<file path="src/rtl/ad9833_spi_rx.sv">
// ad9833_spi_rx -- receive side of the AD9833 3-wire serial link.
// Oversamples fsync/sclk/sdata on the system clock, deframes 16-bit MSB-first
// words on sclk falling edges and decodes them into a shadow copy of the DDS
// register file (CONTROL, FREQ0/1, PHASE0/1). Framing and B28 sequencing
// faults raise one-cycle pulses and bump a saturating error counter.
// Optional build macro AD9833_RX_AVALON_EN adds an Avalon-MM read slave
// (read latency 1) that exposes the shadows and clears err_count on read.

module ad9833_spi_rx #(
    parameter int SYNC_STAGES = 2,   // synchroniser depth, legal 2..4
    parameter int ERR_CNT_W   = 8    // saturating error counter width
) (
    input  logic                 clock,
    input  logic                 reset,
`ifdef AD9833_RX_AVALON_EN
    input  logic [2:0]           address,
    input  logic                 read,
    output logic [31:0]          readdata,
`endif
    input  logic                 fsync,
    input  logic                 sclk,
    input  logic                 sdata,
    output logic                 word_valid,
    output logic [15:0]          word_data,
    output logic [13:0]          ctrl,
    output logic [27:0]          freq0,
    output logic [27:0]          freq1,
    output logic [11:0]          phase0,
    output logic [11:0]          phase1,
    output logic                 frame_err,
    output logic                 seq_err,
    output logic [ERR_CNT_W-1:0] err_count
);

    // Command field D15:D14 of a received word.
    typedef enum logic [1:0] {
        CMD_CTRL  = 2'b00,
        CMD_FREQ0 = 2'b01,
        CMD_FREQ1 = 2'b10,
        CMD_PHASE = 2'b11
    } cmd_e;

    // Synchronisers and edge-detect history.
    logic [SYNC_STAGES-1:0] fsync_sync_q, sclk_sync_q, sdata_sync_q;
    logic                   sclk_prev_q, fsync_prev_q;

    // Deframer state.
    logic [14:0] shift_q, shift_d;
    logic [3:0]  cnt_q, cnt_d;

    // Decoded shadows and B28 pairing state (pend_tgt: 0 = FREQ0, 1 = FREQ1).
    logic                 word_valid_q, word_valid_d;
    logic [15:0]          word_data_q, word_data_d;
    logic [13:0]          ctrl_q, ctrl_d;
    logic [27:0]          freq0_q, freq0_d, freq1_q, freq1_d;
    logic [11:0]          phase0_q, phase0_d, phase1_q, phase1_d;
    logic                 pending_q, pending_d;
    logic                 pend_tgt_q, pend_tgt_d;
    logic [13:0]          lsb_q, lsb_d;
    logic                 frame_err_q, frame_err_d;
    logic                 seq_err_q, seq_err_d;
    logic [ERR_CNT_W-1:0] err_count_q, err_count_d;

`ifdef AD9833_RX_AVALON_EN
    logic [31:0] readdata_q, readdata_d;
    logic        clr_q, clr_d;
`endif

    // Combinational views of the synchronised pins and the word being completed.
    logic        fsync_s, sclk_s, sdata_s;
    logic        sclk_fall, fsync_rise, capture;
    logic [15:0] word;
    cmd_e        cmd;
    logic        freq_sel;
    logic [13:0] payload;
    logic [27:0] freq_cur, freq_new;
    logic        freq_wr, err_event;

    assign fsync_s    = fsync_sync_q[SYNC_STAGES-1];
    assign sclk_s     = sclk_sync_q[SYNC_STAGES-1];
    assign sdata_s    = sdata_sync_q[SYNC_STAGES-1];
    assign sclk_fall  = sclk_prev_q & ~sclk_s;
    assign fsync_rise = ~fsync_prev_q & fsync_s;
    assign capture    = sclk_fall & ~fsync_s;
    assign word       = {shift_q, sdata_s};
    assign cmd        = cmd_e'(word[15:14]);
    assign freq_sel   = word[15];
    assign payload    = word[13:0];

    // Next-state: bit capture, framing check, word decode and error counting.
    always_comb begin
        // NOTE: every variable gets a default first so no path leaves one unassigned and infers a latch.
        shift_d      = shift_q;
        cnt_d        = cnt_q;
        word_valid_d = 1'b0;
        word_data_d  = word_data_q;
        ctrl_d       = ctrl_q;
        freq0_d      = freq0_q;
        freq1_d      = freq1_q;
        phase0_d     = phase0_q;
        phase1_d     = phase1_q;
        pending_d    = pending_q;
        pend_tgt_d   = pend_tgt_q;
        lsb_d        = lsb_q;
        frame_err_d  = 1'b0;
        seq_err_d    = 1'b0;
        err_count_d  = err_count_q;
        freq_cur     = freq_sel ? freq1_q : freq0_q;
        freq_new     = freq_cur;
        freq_wr      = 1'b0;

        if (capture) begin
            shift_d = word[14:0];
            cnt_d   = cnt_q + 4'd1;   // 15 wraps to 0: back-to-back words need no fsync toggle
            if (cnt_q == 4'd15) begin
                word_valid_d = 1'b1;
                word_data_d  = word;
                unique case (cmd)
                    CMD_CTRL: begin
                        ctrl_d    = payload;
                        pending_d = 1'b0;
                    end
                    CMD_FREQ0, CMD_FREQ1: begin
                        if (ctrl_q[13]) begin
                            // B28 mode: LSB half first, then MSB half to the same register.
                            if (!pending_q) begin
                                lsb_d      = payload;
                                pend_tgt_d = freq_sel;
                                pending_d  = 1'b1;
                            end else if (pend_tgt_q == freq_sel) begin
                                freq_new  = {payload, lsb_q};
                                freq_wr   = 1'b1;
                                pending_d = 1'b0;
                            end else begin
                                // Pair broken: drop held LSB, restart pairing on the new target.
                                seq_err_d  = 1'b1;
                                lsb_d      = payload;
                                pend_tgt_d = freq_sel;
                            end
                        end else begin
                            freq_wr  = 1'b1;
                            freq_new = ctrl_q[12] ? {payload, freq_cur[13:0]}
                                                  : {freq_cur[27:14], payload};
                        end
                    end
                    CMD_PHASE: begin
                        if (word[13]) phase1_d = word[11:0];
                        else          phase0_d = word[11:0];
                    end
                endcase
            end
        end else if (fsync_rise && cnt_q != 4'd0) begin
            frame_err_d = 1'b1;
            cnt_d       = 4'd0;
        end

        if (freq_wr) begin
            if (freq_sel) freq1_d = freq_new;
            else          freq0_d = freq_new;
        end

        err_event = frame_err_d | seq_err_d;
`ifdef AD9833_RX_AVALON_EN
        if (clr_q) begin
            err_count_d = err_event ? ERR_CNT_W'(1) : '0;
        end else
`endif
        if (err_event && !(&err_count_q)) begin
            err_count_d = err_count_q + ERR_CNT_W'(1);
        end
    end

`ifdef AD9833_RX_AVALON_EN
    // Avalon read mux, registered for one cycle of read latency.
    always_comb begin
        readdata_d = readdata_q;
        clr_d      = read && (address == 3'd6);
        if (read) begin
            unique case (address)
                3'd0: readdata_d = 32'(word_data_q);
                3'd1: readdata_d = 32'(ctrl_q);
                3'd2: readdata_d = 32'(freq0_q);
                3'd3: readdata_d = 32'(freq1_q);
                3'd4: readdata_d = 32'(phase0_q);
                3'd5: readdata_d = 32'(phase1_q);
                3'd6: readdata_d = 32'(err_count_q);
                3'd7: readdata_d = 32'({pending_q, cnt_q});
            endcase
        end
    end
`endif

    // State registers; everything clears on asynchronous reset.
    always_ff @(posedge clock or posedge reset) begin
        if (reset) begin
            fsync_sync_q <= '0;
            sclk_sync_q  <= '0;
            sdata_sync_q <= '0;
            sclk_prev_q  <= 1'b0;
            fsync_prev_q <= 1'b0;
            shift_q      <= '0;
            cnt_q        <= '0;
            word_valid_q <= 1'b0;
            word_data_q  <= '0;
            ctrl_q       <= '0;
            freq0_q      <= '0;
            freq1_q      <= '0;
            phase0_q     <= '0;
            phase1_q     <= '0;
            pending_q    <= 1'b0;
            pend_tgt_q   <= 1'b0;
            lsb_q        <= '0;
            frame_err_q  <= 1'b0;
            seq_err_q    <= 1'b0;
            err_count_q  <= '0;
`ifdef AD9833_RX_AVALON_EN
            readdata_q   <= '0;
            clr_q        <= 1'b0;
`endif
        end else begin
            // NOTE: non-blocking assignments so every flop samples pre-edge values, as real flops do.
            fsync_sync_q <= {fsync_sync_q[SYNC_STAGES-2:0], fsync};
            sclk_sync_q  <= {sclk_sync_q[SYNC_STAGES-2:0], sclk};
            sdata_sync_q <= {sdata_sync_q[SYNC_STAGES-2:0], sdata};
            sclk_prev_q  <= sclk_s;
            fsync_prev_q <= fsync_s;
            shift_q      <= shift_d;
            cnt_q        <= cnt_d;
            word_valid_q <= word_valid_d;
            word_data_q  <= word_data_d;
            ctrl_q       <= ctrl_d;
            freq0_q      <= freq0_d;
            freq1_q      <= freq1_d;
            phase0_q     <= phase0_d;
            phase1_q     <= phase1_d;
            pending_q    <= pending_d;
            pend_tgt_q   <= pend_tgt_d;
            lsb_q        <= lsb_d;
            frame_err_q  <= frame_err_d;
            seq_err_q    <= seq_err_d;
            err_count_q  <= err_count_d;
`ifdef AD9833_RX_AVALON_EN
            readdata_q   <= readdata_d;
            clr_q        <= clr_d;
`endif
        end
    end

    assign word_valid = word_valid_q;
    assign word_data  = word_data_q;
    assign ctrl       = ctrl_q;
    assign freq0      = freq0_q;
    assign freq1      = freq1_q;
    assign phase0     = phase0_q;
    assign phase1     = phase1_q;
    assign frame_err  = frame_err_q;
    assign seq_err    = seq_err_q;
    assign err_count  = err_count_q;
`ifdef AD9833_RX_AVALON_EN
    assign readdata   = readdata_q;
`endif

endmodule

</file>
<file path="config.mk">
export PLATFORM = sky130hd
export DESIGN_NAME = ad9833_spi_rx
export DESIGN_NICKNAME = d
export VERILOG_FILES = /design/src/rtl/ad9833_spi_rx.sv
export SDC_FILE = /design/constraint.sdc
export NUM_CORES = 1
export LEC_CHECK = 0
export BUFFER_PORTS_ARGS = -buffer_cell sky130_fd_sc_hd__buf_2
export CAP_MARGIN = 20
export CORE_AREA = 2 2 132 134
export DETAILED_ROUTE_END_ITERATION = 8
export DIE_AREA = 0 0 134 136
export GPL_TIMING_DRIVEN = 0
export SKIP_CTS_REPAIR_TIMING = 1
export SYNTH_ARGS = -nofsm -noshare
export SYNTH_HDL_FRONTEND = slang
export SYNTH_SLANG_ARGS = --single-unit
</file>
<file path="constraint.sdc">
create_clock -name clock -period 9.75 [get_ports clock]
set_input_delay 1.95 -clock clock [delete_from_list [all_inputs] [get_ports clock]]
set_output_delay 1.95 -clock clock [all_outputs]
set_load 0.02 [all_outputs]
</file>
### Word-level counts from Yosys, hierarchy flattened

Cells that the tools add are included.

* word-level logic and storage cells: 88
* output and inout bits: 121
* flip-flop bits (word level): 164

* $add $sub $neg: 2
* bitwise operators: 9
* eq/ne operators: 7
* reductions and logical operators: 17
* multiplexer cells: 33

Operators by type and width (number)
* 2-to-1 mux 28 bit: 8
* 2-to-1 mux 14 bit: 2
* 2-to-1 mux 1 bit: 20
* AND reduction 4 bit: 3
* adder 8 x 1 -> 8 bit, second input constant: 1
* 2-to-1 mux 4 bit: 2
* AND reduction 8 bit: 1
* AND reduction 2 bit: 3
* NOT 1 bit: 5
* AND reduction 5 bit: 1
* adder 4 x 1 -> 4 bit, second input constant: 1
* equality test 2 bit, second input constant: 2
* equality test 4 bit, second input constant: 1
* inequality test 2 bit, second input constant: 2
* nonzero test 2 bit: 2
* nonzero test 4 bit: 1
* AND 1 bit: 3
* AND reduction 3 bit: 1
* equality test 2 x 1 -> 1 bit, second input constant: 1
* logical AND 1 bit: 2
* zero test 2 bit: 1
* one-hot mux 1 bit (2 select lines): 1
* OR reduction 2 bit: 1
* equality test 1 bit: 1
* other kinds (2): 2

### Depth between registers and ports, before layout

* word-level depth: 9
* mapped depth: 9

### Worst setup path before layout

Ideal clock, no wire load.

* kind: register to output
* from: register err_count_q[0], in the netlist err_count[0]
* to: output err_count[0]
* path slack: 7308 ps
* stages on the path, launching flop included: 1
* path buffers: 0
* data required time: 7800 ps
* arrival: 492 ps
* cell sequence: dfrtp_1

RTL lines
* start, declared: RTL line 62 `logic [ERR_CNT_W-1:0] err_count_q, err_count_d;`
* start signal, assigned: RTL line 241 `err_count_q <= err_count_d;`
* end, declared: RTL line 32 `output logic [ERR_CNT_W-1:0] err_count`

No word-level cell between the ends.

### Worst setup path after layout

* from: register err_count_q[0], in the netlist err_count[0]
* to: output err_count[0]

No word-level cell between the ends.

==> run_summary.xml <==
<?xml version="1.0" encoding="UTF-8"?>
<metrics>
  <group name="placed_design">
    <metric name="gp_congestion" unit="">0.794</metric>
    <metric name="dpl.cell_count" unit="">815</metric>
    <metric name="portBuffers" unit="">125</metric>
    <metric name="detailedPlacementHpwl" unit="um">10500</metric>
  </group>
  <group name="logic_synthesis">
    <metric name="synthesized_area" unit="um2">6620</metric>
    <metric name="synthesis.instances" unit="">464</metric>
    <metric name="top_post_synthesis_cells_by_area" unit="">dfrtp_1 (62%), mux2_2 (18%), o2bb2ai_1 (5.6%)</metric>
    <metric name="synth.avg_cell_area" unit="um2">14.3</metric>
    <metric name="post-synth-top-count-cell" unit="">dfrtp_1</metric>
    <metric name="ys_seq_area_share" unit="%">62.0</metric>
    <metric name="yosysUniqueCellTypes" unit="">37</metric>
    <metric name="ys_dominant_reg_cell" unit="">dfrtp_1</metric>
    <metric name="mappedNetlistNets" unit="">474</metric>
    <metric name="leading_cell_types_by_count_after_synthesis" unit="">dfrtp_1 (164), mux2_2 (107), o2bb2ai_1 (42)</metric>
    <metric name="yosysTopAreaCellShare" unit="%">62.0</metric>
    <metric name="ys_seq_elements" unit="">164</metric>
    <metric name="synth_enable_flop_cells" unit="">0</metric>
    <metric name="synth-warning-count" unit="">0</metric>
    <metric name="yosysTopAreaCell" unit="">dfrtp_1</metric>
    <metric name="asyncSetResetFlopFracSynth" unit="%">100</metric>
  </group>
  <group name="critical_path">
    <metric name="class_of_the_most_critical_setup_path" unit="">reg2out</metric>
    <metric name="largest_fanout_on_the_critical_path" unit="">6</metric>
    <metric name="timing.critical_path.cells" unit="">buf_2</metric>
    <metric name="worst_path_max_delay_cell" unit="">dfrtp_1</metric>
    <metric name="worst_path_largest_cell_delay" unit="ns">0.44</metric>
    <metric name="worst-path-buf-inv" unit="">1</metric>
    <metric name="path_delay_family" unit="">flip-flops</metric>
    <metric name="critical_path_arrival" unit="ns">1.07</metric>
    <metric name="worstSetupEndpointType" unit="">primary output</metric>
    <metric name="crit_path_start_kind" unit="">register</metric>
    <metric name="timing.critical_path.required" unit="ns">7.80</metric>
  </group>
  <group name="cts">
    <metric name="clockBufferDepth" unit="">2</metric>
    <metric name="tritoncts" unit="">done</metric>
    <metric name="cts_sinks" unit="">164</metric>
    <metric name="tritoncts.num_buffers" unit="">17</metric>
    <metric name="clock_tree.htree_level_count" unit="">4</metric>
    <metric name="cts_root_buf" unit="">clkbuf_16</metric>
    <metric name="worstSkewPairLatency" unit="ns">0.42</metric>
    <metric name="clock_transition_at_path_regs" unit="ns">0.06</metric>
  </group>
  <group name="layout">
    <metric name="final-instance-count-excl-fill" unit="">844</metric>
    <metric name="antenna-diode-count" unit="">0</metric>
    <metric name="final_layout_size_suffix_gt1_share" unit="%">45.7</metric>
    <metric name="layout.nets" unit="">619</metric>
    <metric name="area_growth" unit="%">22.1</metric>
  </group>
  <group name="floorplan">
    <metric name="core_area" unit="um2">16900</metric>
    <metric name="floorplan.rows" unit="">48</metric>
    <metric name="die_area" unit="um2">18200</metric>
    <metric name="die_width" unit="um">134</metric>
    <metric name="design.portCount" unit="">126</metric>
    <metric name="initial_core_util" unit="%">39.2</metric>
    <metric name="die-height" unit="um">136</metric>
  </group>
  <group name="power">
    <metric name="power" unit="mW">1.48</metric>
    <metric name="p_leak" unit="nW">4.17</metric>
    <metric name="power_per_cell_area" unit="nW/um2">183</metric>
    <metric name="max-vdd-ir-drop" unit="V">0.000124</metric>
  </group>
  <group name="global_routing">
    <metric name="grt_start_max_net_pins" unit="">92</metric>
    <metric name="globalRouteTotalUtil" unit="%">17.5</metric>
    <metric name="antenna_found_initial" unit="">0</metric>
    <metric name="grt_first_pass_wirelength" unit="um">24300</metric>
    <metric name="grt.overflow.total" unit="">0</metric>
    <metric name="via_count_of_the_first_global_routing_pass" unit="">4398</metric>
  </group>
  <group name="sta">
    <metric name="finClkSkew" unit="ns">0.00496</metric>
    <metric name="max_slew_margin" unit="%">44.5</metric>
    <metric name="tightestPinTransition" unit="ns">0.833</metric>
    <metric name="drv_slew" unit="">0</metric>
    <metric name="grt_setup_unrepaired" unit="">false</metric>
    <metric name="timing.final.crit_share" unit="%">31.0</metric>
    <metric name="setup_tns" unit="ns">0</metric>
    <metric name="period_minus_slack" unit="ns">3.02</metric>
    <metric name="finalHoldViolCount" unit="">0</metric>
    <metric name="finalSetupViolCount" unit="">0</metric>
    <metric name="fmax" unit="MHz">331</metric>
  </group>
  <group name="routing">
    <metric name="drt-pass1-iter-count" unit="">4</metric>
    <metric name="drtIter0Drc" unit="">213</metric>
    <metric name="wirelength" unit="um">15200</metric>
    <metric name="route.antenna.remaining_nets" unit="">0</metric>
    <metric name="route.detailed.wl_per_inst" unit="um">18.0</metric>
    <metric name="detailroute.via_count" unit="">4238</metric>
    <metric name="vias_per_cell" unit="">5.02</metric>
    <metric name="drt_drc_violations_left" unit="">0</metric>
  </group>
  <group name="run_status">
    <metric name="status" unit="">completed</metric>
  </group>
  <group name="flow_run">
    <metric name="drv.max_cap_violation_count" unit="">0</metric>
  </group>
  <group name="min_path">
    <metric name="worst_hold_path_type" unit="">reg2reg</metric>
  </group>
</metrics>
final timing paths:
| path | start | endpoint | slack [ns] | cells past startpoint |
|---|---|---|---|---|
| worst max-delay path | err_count[0] | err_count[0] | 6.73 | 1 |
| worst min-delay path | sdata_sync_q[0] | sdata_sync_q[1] | 0.35 | 0 |
| worst max register to register | shift_q[14] | lsb_q[7] | 6.84 | 9 |
| worst min register to register | sdata_sync_q[0] | sdata_sync_q[1] | 0.35 | 0 |
| max in group asynchronous | reset | word_data[4] | 7.25 | 3 |
| min in group asynchronous | reset | ctrl[12] | 1.65 | 2 |
cells in the final DEF, fill, tap and decap left out, types with 2 or more instances in the layout:
master / netlist / routed
and3_1: 2 / 2
and3b_1: 2 / 2
and4_1: 2 / 2
buf_1: 14 / 14
buf_2: 7 / 132
clkbuf_1: 13 / 16
clkbuf_16: 0 / 17
clkinv_2: 0 / 3
clkinvlp_4: 0 / 3
dfrtp_1: 164 / 164
ha_1: 5 / 5
inv_1: 8 / 7
inv_6: 0 / 2
mux2_2: 107 / 107
mux2_4: 10 / 10
nand2_1: 26 / 26
nand2b_1: 3 / 3
nand3_1: 9 / 9
nand4_1: 16 / 16
nor2_1: 3 / 3
nor3b_1: 2 / 2
o2111ai_1: 3 / 3
o21ai_0: 8 / 8
o22ai_1: 2 / 2
o2bb2ai_1: 42 / 42
per-stage QoR:
step | worst slack, ns | cell area, um2 | util (%) | hold WS (ns)
6_report | 6.73 | 8080 | 47.9 | 0.351
5_1_grt | 6.64 | 8080 | 47.9 | 0.367
2_1_floorplan | 3.37 | 6620 | - | 0.331
3_3_place_gp | 1.77 | 7520 | 44.6 | 0.334
4_1_cts | 6.69 | 8080 | 47.9 | 0.349
3_5_place_dp | 6.74 | 7550 | 44.8 | 0.335
report_power, final:
group | total (mW) | internal [mW] | switching (mW)
sequential | 0.732 | 0.710 | 0.0216
clock | 0.603 | 0.346 | 0.257
combinational | 0.145 | 0.0442 | 0.101
routing by layer:
metal | GRT usage (%) | vias up | routed length, um
li1 | - | 1962 | -
met1 | 23.8 | 2149 | 7010
met2 | 27.3 | 112 | 7250
met3 | 5.37 | 15 | 759
met4 | 5.26 | 0 | 218
met5 | 0 | - | 0
kinds of logic (layout without fill, tap and decap cells):
logic type | after synthesis | in the layout | synth area share, %
fa+ha+maj | 5 | 5 | 0.946
buf+inv | 45 | 200 | 2.87
xor+xnor | 2 | 2 | 0.378
flops | 164 | 164 | 62.0
compound gates | 60 | 60 | 7.24
simple gates | 70 | 70 | 5.86
mux | 118 | 118 | 20.7
state kept, by name (all words and copies together), names as in the netlist:
register,cells
shift_q,15
seq_err,1
frame_err,1
word_data,16
lsb_q,14
ctrl,14
freq0,28
fsync_prev_q,1
word_valid,1
freq1,28
cnt_q,4
pending_q,1
fsync_sync_q,2
pend_tgt_q,1
sclk_prev_q,1
sdata_sync_q,2
sclk_sync_q,2
phase1,12
phase0,12
err_count,8
area by class of cell:
class / count / area (um2)
tap: 225 / 282
inverter: 8 / 35.0
timing repair buffer: 126 / 653
buffer: 37 / 160
multi-input combinational: 255 / 2320
clock buffer: 20 / 437
clock inverter: 9 / 85.1
fill: 1508 / 8800
sequential: 164 / 4100
Note: power is estimated with default switching activity, not from simulation.
